### src/rtl/sap1_program_loader_pkg.sv
// rtl/sap1_program_loader_pkg.sv - shared widths and loader state encoding
package sap1_program_loader_pkg;

   localparam int ADDR_W_DEF = 4;
   localparam int DATA_W_DEF = 8;

   typedef enum logic [1:0] {
      ST_IDLE    = 2'd0,
      ST_LOAD    = 2'd1,
      ST_FULL    = 2'd2,
      ST_RELEASE = 2'd3
   } loader_state_e;

endpackage

### src/rtl/sap1_program_loader_ram.sv
// rtl/sap1_program_loader_ram.sv - program RAM, one write port and one registered read port
module program_ram_16x8
   import sap1_program_loader_pkg::*;
#(
   parameter int ADDR_W = ADDR_W_DEF,
   parameter int DATA_W = DATA_W_DEF
) (
   input  logic              clk_i,
   input  logic              rst_n_i,
   input  logic              we_i,
   input  logic [ADDR_W-1:0] waddr_i,
   input  logic [DATA_W-1:0] wdata_i,
   input  logic              re_i,
   input  logic [ADDR_W-1:0] raddr_i,
   output logic [DATA_W-1:0] rdata_o
);

   logic [DATA_W-1:0] mem_q [2**ADDR_W];
   logic [DATA_W-1:0] rdata_q;

   // Contents survive reset; a same-address read sees the pre-write word.
   always_ff @(posedge clk_i) begin
      if (we_i) mem_q[waddr_i] <= wdata_i;
   end

   always_ff @(posedge clk_i) begin
      if (!rst_n_i)  rdata_q <= '0;
      else if (re_i) rdata_q <= mem_q[raddr_i];
   end

   assign rdata_o = rdata_q;

endmodule

### src/rtl/sap1_program_loader.sv
// rtl/sap1_program_loader.sv - loads SAP-1 program RAM from pins via 4-phase strobe/ack
module sap1_program_loader
   import sap1_program_loader_pkg::*;
#(
   parameter int ADDR_W      = ADDR_W_DEF,
   parameter int DATA_W      = DATA_W_DEF,
   parameter int SYNC_STAGES = 2
) (
   input  logic              clk_i,
   input  logic              rst_n_i,
   input  logic              load_mode_i,
   input  logic              data_strobe_i,
   input  logic [DATA_W-1:0] data_in_i,
   output logic              load_ack_o,
   output logic [ADDR_W-1:0] load_addr_o,
   output logic              load_done_o,
   output logic              overflow_o,
   output logic              cpu_hold_o,
   input  logic              cpu_rd_en_i,
   input  logic [ADDR_W-1:0] cpu_rd_addr_i,
   output logic [DATA_W-1:0] cpu_rd_data_o
);

   localparam logic [ADDR_W-1:0] ADDR_LAST = '1;

   logic [SYNC_STAGES-1:0] mode_sync_q;
   logic [SYNC_STAGES-1:0] stb_sync_q;
   logic                   stb_prev_q;
   logic                   mode_s;
   logic                   stb_s;
   logic                   stb_rise;
   logic                   wr_en;

   loader_state_e     state_q;
   logic [ADDR_W-1:0] load_addr_q;
   logic              load_ack_q;
   logic              load_done_q;
   logic              overflow_q;
   logic              cpu_hold_q;

   always_ff @(posedge clk_i) begin
      if (!rst_n_i) begin
         mode_sync_q <= '0;
         stb_sync_q  <= '0;
         stb_prev_q  <= 1'b0;
      end else begin
         mode_sync_q <= {mode_sync_q[SYNC_STAGES-2:0], load_mode_i};
         stb_sync_q  <= {stb_sync_q[SYNC_STAGES-2:0], data_strobe_i};
         stb_prev_q  <= stb_s;
      end
   end

   assign mode_s   = mode_sync_q[SYNC_STAGES-1];
   assign stb_s    = stb_sync_q[SYNC_STAGES-1];
   assign stb_rise = stb_s & ~stb_prev_q;

   // Gated by reset so a write pending in the reset cycle is dropped.
   assign wr_en = rst_n_i & (state_q == ST_LOAD) & stb_rise & ~load_ack_q;

   always_ff @(posedge clk_i) begin
      if (!rst_n_i) begin
         state_q     <= ST_IDLE;
         load_addr_q <= '0;
         load_ack_q  <= 1'b0;
         load_done_q <= 1'b0;
         overflow_q  <= 1'b0;
         cpu_hold_q  <= 1'b0;
      end else begin
         if (load_ack_q && !stb_s) load_ack_q <= 1'b0;
         case (state_q)
            ST_IDLE: begin
               if (mode_s) begin
                  state_q     <= ST_LOAD;
                  load_addr_q <= '0;
                  load_done_q <= 1'b0;
                  overflow_q  <= 1'b0;
                  cpu_hold_q  <= 1'b1;
               end
            end
            ST_LOAD: begin
               if (wr_en) begin
                  load_ack_q  <= 1'b1;
                  load_addr_q <= load_addr_q + 1'b1;
                  if (load_addr_q == ADDR_LAST) begin
                     load_done_q <= 1'b1;
                     state_q     <= ST_FULL;
                  end
               end
               if (!mode_s) state_q <= ST_RELEASE;
            end
            ST_FULL: begin
               if (stb_rise) overflow_q <= 1'b1;
               if (!mode_s)  state_q    <= ST_RELEASE;
            end
            default: begin
               state_q    <= ST_IDLE;
               cpu_hold_q <= 1'b0;
            end
         endcase
      end
   end

   program_ram_16x8 #(
      .ADDR_W (ADDR_W),
      .DATA_W (DATA_W)
   ) u_ram (
      .clk_i   (clk_i),
      .rst_n_i (rst_n_i),
      .we_i    (wr_en),
      .waddr_i (load_addr_q),
      .wdata_i (data_in_i),
      .re_i    (cpu_rd_en_i),
      .raddr_i (cpu_rd_addr_i),
      .rdata_o (cpu_rd_data_o)
   );

   assign load_ack_o  = load_ack_q;
   assign load_addr_o = load_addr_q;
   assign load_done_o = load_done_q;
   assign overflow_o  = overflow_q;
   assign cpu_hold_o  = cpu_hold_q;

endmodule

### config.mk
export PLATFORM = sky130hd
export DESIGN_NAME = sap1_program_loader
export DESIGN_NICKNAME = d
export VERILOG_FILES = /design/src/rtl/sap1_program_loader_pkg.sv /design/src/rtl/sap1_program_loader_ram.sv /design/src/rtl/sap1_program_loader.sv
export SDC_FILE = /design/constraint.sdc
export NUM_CORES = 1
export LEC_CHECK = 0
export ABC_AREA = 0
export BUFFER_PORTS_ARGS = -buffer_cell sky130_fd_sc_hd__buf_2
export CAP_MARGIN = 20
export CORE_UTILIZATION = 63
export CTS_BUF_LIST = sky130_fd_sc_hd__clkbuf_8
export DETAILED_ROUTE_END_ITERATION = 10
export PLACE_DENSITY = 0.92
export SLEW_MARGIN = 20
export SYNTH_ARGS = -nofsm -noshare
export SYNTH_HDL_FRONTEND = slang
export SYNTH_SLANG_ARGS = --single-unit
### constraint.sdc
create_clock -name clk_i -period 3.1 [get_ports clk_i]
set_input_delay 0.31 -clock clk_i [delete_from_list [all_inputs] [get_ports clk_i]]
set_output_delay 0.31 -clock clk_i [all_outputs]
set_load 0.02 [all_outputs]
After elaboration in Yosys (flattened, before gate mapping)
Memories as Yosys holds them, arrays and structs flattened. A register that Yosys moved wholly into a read port is not among the register bits.
Index checks and enable logic that the tools add are counted.
{ "op_classes": {"add_sub_neg": 1, "eq_ne": 10, "mux": 22, "n_bitwise": 7, "reduce_logical": 12} }
{ "op_table": {"columns": ["op", "count"], "rows": [
  ["1-bit two-way mux", 10],
  ["2-bit two-way mux", 5],
  ["4-bit two-way mux", 2],
  ["4-bit one-hot mux with 2 select lines", 1],
  ["4-bit AND reduction", 2],
  ["2-bit != test (second input constant)", 3],
  ["3-bit by 2-bit != test with 1-bit output (second input constant)", 2],
  ["1-bit one-hot mux with 2 select lines", 3],
  ["2-bit one-hot mux with 3 select lines", 1],
  ["3-bit AND reduction", 2],
  ["4-bit by 1-bit adder with 4-bit output (second input constant)", 1],
  ["1-bit bitwise AND", 4],
  ["4-bit equality test (second input constant)", 1],
  ["2-bit by 1-bit != test with 1-bit output (second input constant)", 2],
  ["2-bit nonzero test", 2],
  ["1-bit NOT", 3],
  ["2-bit by 1-bit equality test with 1-bit output (second input constant)", 1],
  ["2-bit equality test (second input constant)", 1],
  ["1-bit zero test", 2],
  ["2-bit zero test", 1],
  ["2-bit AND reduction", 1],
  ["2-bit OR reduction", 1],
  ["1-bit logical AND", 1]
]} }
{ "totals": {"regBits": 15, "ram_bits": 128, "in_bits": 17, "out_inout_bits": 16, "word_cells": 62, "n_memories": 1} }
{ "memory_table": {"columns": ["memory", "depth", "width", "rd", "rd_ports_with_merged_regs", "write_ports", "line_no", "rtl"], "rows": [
  ["u_ram.mem_q", 16, 8, 1, 1, 1, "sap1_program_loader_ram.sv:18", "logic [DATA_W-1:0] mem_q [2**ADDR_W];"]
]} }

Depth between registers and ports, before layout
Gate-level depths: netlist of run 1.
{ "logic_depth": {"word_depth": 7, "depth_mapped": 7, "ltp_nobuf": 6} }

Hierarchy
A second synthesis of run 1 with hierarchy kept.
{ "hier_totals": {"hier_cells": 409, "area_unflattened_um2": 6149.6} }
{ "modules_own_cells": {"columns": ["module", "n_inst", "cells_each", "area_each_um2", "seq_area_each_um2"], "rows": [
  ["program_ram_16x8", 1, 318, 5351.4, 4003.8],
  ["sap1_program_loader", 1, 91, 798.3, 300.3]
]} }

Worst setup path before layout of run 1
OpenSTA, ideal clock, no wires.
{ "synth_timing": {"path_kind": "register to register", "startpoint": "register state_q[1]", "endpoint": "memory u_ram.mem_q[11][0] (netlist name), enable pin", "setup_time_ns": 0.395, "arrival_ns": 1.867, "required_ns": 2.705, "slack_ns": 0.838, "stages_incl_launch_ff": 6, "n_path_buf": 0, "period_less_slack_ns": 2.262, "path_cell_list": "dfxtp_1 > inv_1 > ha_1 > nand4b_4 > nand2b_1 > nor4_1"} }
{ "synth_between": {"elab_chain_len": 6} }
{ "synth_lines": {"columns": ["item", "line_no", "rtl"], "rows": [
  ["start, declared", "sap1_program_loader.sv:34", "loader_state_e state_q;"],
  ["start signal, assigned", "sap1_program_loader.sv:62", "state_q <= ST_IDLE;"],
  ["start signal, assigned", "sap1_program_loader.sv:73", "state_q <= ST_LOAD;"],
  ["start signal, assigned", "sap1_program_loader.sv:86", "state_q <= ST_FULL;"],
  ["2-bit by 1-bit equality test with 1-bit output", "sap1_program_loader.sv:58", "assign wr_en = rst_n_i & (state_q == ST_LOAD) & stb_rise & ~load_ack_q;"],
  ["1-bit bitwise AND (3 in series)", "sap1_program_loader.sv:58", null],
  ["1-bit two-way mux", "sap1_program_loader_ram.sv:23", "if (we_i) mem_q[waddr_i] <= wdata_i;"],
  ["1-bit two-way mux (not written as such)", "sap1_program_loader_ram.sv:23", null],
  ["end, declared", "sap1_program_loader_ram.sv:18", null]
]} }
Every way passes these cells.

Worst setup path after layout of run 1
{ "layout_timing": {"startpoint": "register state_q[1]", "endpoint": "memory u_ram.mem_q[2][4] (netlist name), enable pin"} }
Same word-level chain as after synthesis.

==> results of run 1 <==
-- per-stage QoR --
step | instance area (µm²) | std cells | hold WS [ns]
2_1_floorplan | 6050 | 401 | 0.409
6_report | 6730 | 583 | 0.0903
3_5_place_dp | 6360 | 551 | 0.431
5_1_grt | 6730 | 583 | 0.0822
4_1_cts | 6730 | 583 | 0.0726
3_3_place_gp | 6360 | 551 | 0.416
-- power by group through the flow --
stage	Sequential [µW]	Clock (µW)	Combinational (µW)
final	2240	1400	399
after global routing	2240	1490	433
after CTS	2240	1400	392
after detailed placement	2290	0	390
after global placement	2280	0	363
after floorplan	2300	0	256
-- path summary, 6_finish.rpt --
check                               startpoint           endpoint  slack, ns  cells after the start
worst max-delay path                state_q[1]  u_ram.mem_q[2][4]       0.78                      6
worst min-delay path             data_strobe_i      stb_sync_q[0]       0.09                      2
worst max register to register      state_q[1]  u_ram.mem_q[2][4]       0.78                      6
worst min register to register  mode_sync_q[0]     mode_sync_q[1]       0.44                      1
-- cells by family (layout without fill, tap and decap cells) --
kind of cell	Yosys count	in the layout	share of synthesized area
flops	151	151	0.712
simple gates	93	93	0.0821
mux	65	65	0.108
compound gates	55	55	0.0623
buf+inv	29	82	0.0197
fa+ha+maj	8	8	0.0166
-- placed cells by master (no fill, tap or decap), types with 2 or more instances in the layout --
cell type,netlist,final
nand2_1,20,20
a21o_1,2,2
a21oi_1,16,16
nor2b_1,3,3
clkinvlp_4,0,4
nand4_1,2,2
buf_2,8,31
nor2_1,8,8
buf_4,0,7
nor3_1,3,3
dfxtp_1,23,23
clkinv_2,0,4
edfxtp_1,128,128
bufinv_16,0,2
o21a_1,2,2
inv_1,11,13
nand2b_1,3,3
o21ai_0,5,5
nand3_1,27,27
and2_1,18,18
clkbuf_8,0,17
a22oi_1,24,24
ha_1,8,8
nor4_1,4,4
mux2i_1,65,65
-- final cells by class --
class / instances / area, µm² / area share
tap: 129 / 161 / 0.0240
timing repair buffer: 39 / 228 / 0.0338
clock buffer: 17 / 234 / 0.0348
inverter: 11 / 41.3 / 0.00613
clock inverter: 15 / 139 / 0.0206
sequential: 151 / 4300 / 0.639
multi-input combinational: 221 / 1620 / 0.241
-- flip-flops by register name, indices dropped and copies added, names as in the netlist --
name	count
cpu_hold_o	1
load_ack_o	1
load_addr_o	4
load_done_o	1
mode_sync_q	2
overflow_o	1
state_q	2
stb_prev_q	1
stb_sync_q	2
u_ram.mem_q	128
u_ram.rdata_o	8
-- cells in the mapped netlist (all sizes together) (2+ instances only) --
library cell and instances:
nor2 8, a21oi 16, o21a 2, a22oi 24, nor4 4, a21o 2
inv 11, and2 18, nor3 3, nand4 2, ha 8, nand4b 2
o21ai 5, edfxtp 128, nand2b 3, clkbuf 10, nand2 20, nor2b 3
dfxtp 23, buf 8, mux2i 65, nand3 27
-- per-layer routing --
| layer | vias up | GRT usage | routed length, µm |
|---|---|---|---|
| met2 | 223 | 0.430 | 6090 |
| met5 | - | 0 | 0 |
| met4 | 0 | 0.119 | 361 |
| li1 | 1608 | - | - |
| met1 | 1757 | 0.349 | 5040 |
| met3 | 24 | 0.0627 | 994 |
==> results.json, run 1 <==
{
  "antenna_left": 0,
  "syn_nets": 426,
  "fmax_mhz": 431,
  "intPower_uw": 3060,
  "grt_max_degree": 41,
  "crit_buf_inv": 1,
  "place.port_buffers": 32,
  "critPathMaxStageDelay_ns": 0.45,
  "yosys_register_bits": 151,
  "async_reset_ff_frac": 0,
  "cts_tree": "built",
  "run_status": "complete, no violations",
  "worstPathRequired_ns": 3.19,
  "max-vdd-ir-drop_mv": 0.453,
  "grt_pass1_wl_mm": 19.4,
  "grt_setup_unrepaired": "false",
  "drtIter0Drc": 313,
  "drive_gt1_frac": 0.156,
  "setup-violations-final": 0,
  "syn_area_um2": 6050,
  "finClkSkew_ns": 0.0120,
  "p_sw_frac": 0.244,
  "fp.coreArea_um2": 9280,
  "critical_path.top_delay_family": "simple AND/OR/NAND/NOR gates",
  "n_antenna_cell": 0,
  "fillers": 596,
  "clk_pin_slew_ns": 0.08,
  "pin_count": 33,
  "ctsLongestPathBuffers": 2,
  "finalPower_uw": 4040,
  "drc": 0,
  "rows": 35,
  "cap_violations": 0,
  "cts-resized-gates": 0,
  "cp_cell_sequence": "inv_1 > ha_1 > nand4b_4 > nand2b_1 > nor3_1 > and2_1",
  "ys_types": 32,
  "synth_top_flop_cell": "edfxtp_1",
  "tightest_slew_ns": 0.684,
  "power_frac_comb": 0.099,
  "start_kind": "flip-flop",
  "hold_viol_final": 0,
  "post-cts-setup-buffers": 0,
  "clock_sinks": 151,
  "seq_area_frac_synth": 0.712,
  "start_util": 0.651,
  "grt_pass1_vias": 3629,
  "cp.arrival_ns": 2.40,
  "fin_crit_sh": 0.748,
  "yosys.area.top_type": "edfxtp_1",
  "synth_top_area_frac": 0.636,
  "drv_slew": 0,
  "area_growth_syn_to_layout_pct": 11.3,
  "path_class": "reg2reg",
  "yosysWarningCount": 0,
  "routed_wl_mm": 12.5,
  "p_leak_uw": 0.00247,
  "first_pass_iters": 5,
  "final_util": 0.725,
  "die-height_um": 100,
  "fin_ws_ns": 0.781,
  "cts_root_buf": "clkbuf_8",
  "overflow": 0,
  "critPathMaxFanout": 8,
  "post_drt_wl_per_cell_um": 21.4,
  "grt_antenna_before_repair": 0,
  "powerDensity_nw_per_um2": 601,
  "setup.worst_path.end_class": "flip-flop",
  "synth-edff-count": 128,
  "htree_levels": 4,
  "setup_tns_ns": 0,
  "nets": 466,
  "dp_hpwl_mm": 8.20,
  "synthCells": 401,
  "p_sw_uw": 986,
  "postCtsHoldBufs": 0,
  "grt_use_total": 0.266,
  "clkPwrFrac": 0.347,
  "vias": 3612,
  "holdCritPathClass": "in2reg",
  "die_x_um": 100,
  "pre_cts_ws_ns": 0.816,
  "yosys-top-cells-area": "edfxtp_1, mux2i_1, dfxtp_1",
  "cp_slowest_cell": "and2_1",
  "slew_headroom": 0.543,
  "clk_latency_ns": 0.43,
  "avgViaCountPerCell": 6.20,
  "die-area_um2": 9990,
  "min_period_ns": 2.32,
  "cts_made_buffers": 17,
  "gp_congestion": 0.799,
  "syn_area_per_cell_um2": 15.1,
  "pwr-share-seq": 0.555
}
Power figures use the tool's default switching activity.
==> run 2, diff against run 1 <==
- clock period: 3.1 -> 2.2 ns (I/O delays scaled with it)
==> results.json, run 2 (synthesis results as in run 1) <==
{
  "cp_cell_sequence": "inv_1 > ha_1 > nand4b_4 > nand2b_1 > nor3_1 > and2_2",
  "fmax_mhz": 476,
  "nets": 469,
  "final_cell_mix": "edfxtp_1, mux2i_1, buf_2, nand3_1, a22oi_1",
  "drive_gt1_frac": 0.184,
  "final_util": 0.732,
  "wl_met3_mm": 1.08,
  "critPathMaxStageDelay_ns": 0.38,
  "setup-violations-final": 0,
  "routed_wl_mm": 12.2,
  "crit_path_start": "state_q[1]",
  "fp.coreArea_um2": 9280,
  "run_status": "complete, no violations",
  "vias": 3550,
  "path_class": "reg2reg",
  "htree_levels": 4,
  "pre_cts_ws_ns": 0.0852,
  "cts_tree": "built",
  "place.port_buffers": 32,
  "overflow": 0,
  "layout_commonest_cell": "edfxtp_1",
  "max-vdd-ir-drop_mv": 0.586,
  "die-height_um": 100,
  "finClkSkew_ns": 0.00932,
  "critPathMaxFanout": 8,
  "clk_pin_slew_ns": 0.08,
  "crit_buf_inv": 1,
  "m1WireLength_mm": 4.91,
  "cts_root_buf": "clkbuf_8",
  "worstPathRequired_ns": 2.33,
  "regMostFlops": "u_ram.mem_q",
  "slew_headroom": 0.540,
  "cp.arrival_ns": 2.23,
  "gp_congestion": 0.806,
  "setup.worst_path.end_class": "flip-flop",
  "drtIter0Drc": 341,
  "n_antenna_cell": 0,
  "powerDensity_nw_per_um2": 853,
  "clk_latency_ns": 0.44,
  "die-area_um2": 9990,
  "tightest_slew_ns": 0.687,
  "grt_antenna_before_repair": 0,
  "rows": 35,
  "drc": 0,
  "start_kind": "flip-flop",
  "p_leak_uw": 0.00251,
  "first_pass_iters": 5,
  "stdcell_count": 586,
  "fillers": 559,
  "start_util": 0.651,
  "highest_layer": "met4",
  "setup_tns_ns": 0,
  "grt_max_degree": 65,
  "grt_pass1_wl_mm": 18.7,
  "pin_count": 33,
  "die_x_um": 100,
  "fin_crit_sh": 0.954,
  "grt_pass1_vias": 3412,
  "place_inst": 552,
  "cap_violations": 0,
  "post_drt_wl_per_cell_um": 20.8,
  "clock_sinks": 151,
  "min_from": "rst_n_i",
  "cts_made_buffers": 17,
  "largest_reg_flops": 128,
  "hold_viol_final": 0,
  "cp_slowest_cell": "nor3_1",
  "holdCritPathClass": "in2reg",
  "post-cts-setup-buffers": 0,
  "whs_ns": 0.139,
  "fin_ws_ns": 0.101,
  "critical_path.top_delay_family": "simple AND/OR/NAND/NOR gates",
  "ctsLongestPathBuffers": 2,
  "wl_met2_mm": 5.86,
  "drv_slew": 0,
  "avgViaCountPerCell": 6.06,
  "timing.rr.start": "state_q[1]",
  "dp_hpwl_mm": 8.00,
  "grt_use_total": 0.266,
  "area_growth_syn_to_layout_pct": 12.4,
  "antenna_left": 0,
  "min_period_ns": 2.10
}
## run 2: cell types whose count changed in the layout (fill, tap and decap cells not counted), sizes merged
cell and change:
clkbuf +1, clkinvlp -4, buf +1, clkinv +3
dlygate4sd3 +2
## run 2: final cells by class
cell class	instances	area [µm²]	area share
well taps	129	161	0.0238
clock inverters	14	149	0.0219
repair buffers	42	255	0.0376
multi-input cells	221	1640	0.241
flip-flops and latches	151	4300	0.633
inverters	11	41.3	0.00608
clock buffers	18	248	0.0365
## run 2: final timing paths
kind                                          end  slack, ns  cells after the start
worst max register to register  u_ram.mem_q[0][5]       0.10                      6
worst max-delay path            u_ram.mem_q[0][5]       0.10                      6
worst min-delay path                   stb_prev_q       0.14                      3
worst min register to register      stb_sync_q[1]       0.44                      1
## run 2: where the power goes
group	total (µW)	internal [µW]	leakage (µW)	switching [µW]
clock	2070	1050	0.000205	1020
sequential	3160	3130	0.00134	24.9
combinational	570	196	0.000963	374
total	5800	4370	0.00251	1420
## run 2: through the flow
step                      cell area (µm²)  total power [µW]
after global routing                 6800              5980
after global placement               6370              3740
final                                6800              5800
after CTS                            6780              5800
after floorplan                      6050              3600
after detailed placement             6370              3780
## run 2: worst min-delay path, stage by stage
cell and delay [ns]:
buf_2 0.17, nand2_1 0.10, inv_1 0.04
## run 2: metal layers
metal | up-vias | global-route usage
li1 | 1615 | -
met1 | 1722 | 0.357
met2 | 186 | 0.405
met3 | 27 | 0.0801
met4 | 0 | 0.123
met5 | - | 0
## run 2: what timing repair did
action / in CTS / in global routing
endpoints found under the hold margin: 2 / 0
resized for setup: 0 / 10
hold buffers: 2 / 0
setup endpoints to repair: 0 / 74
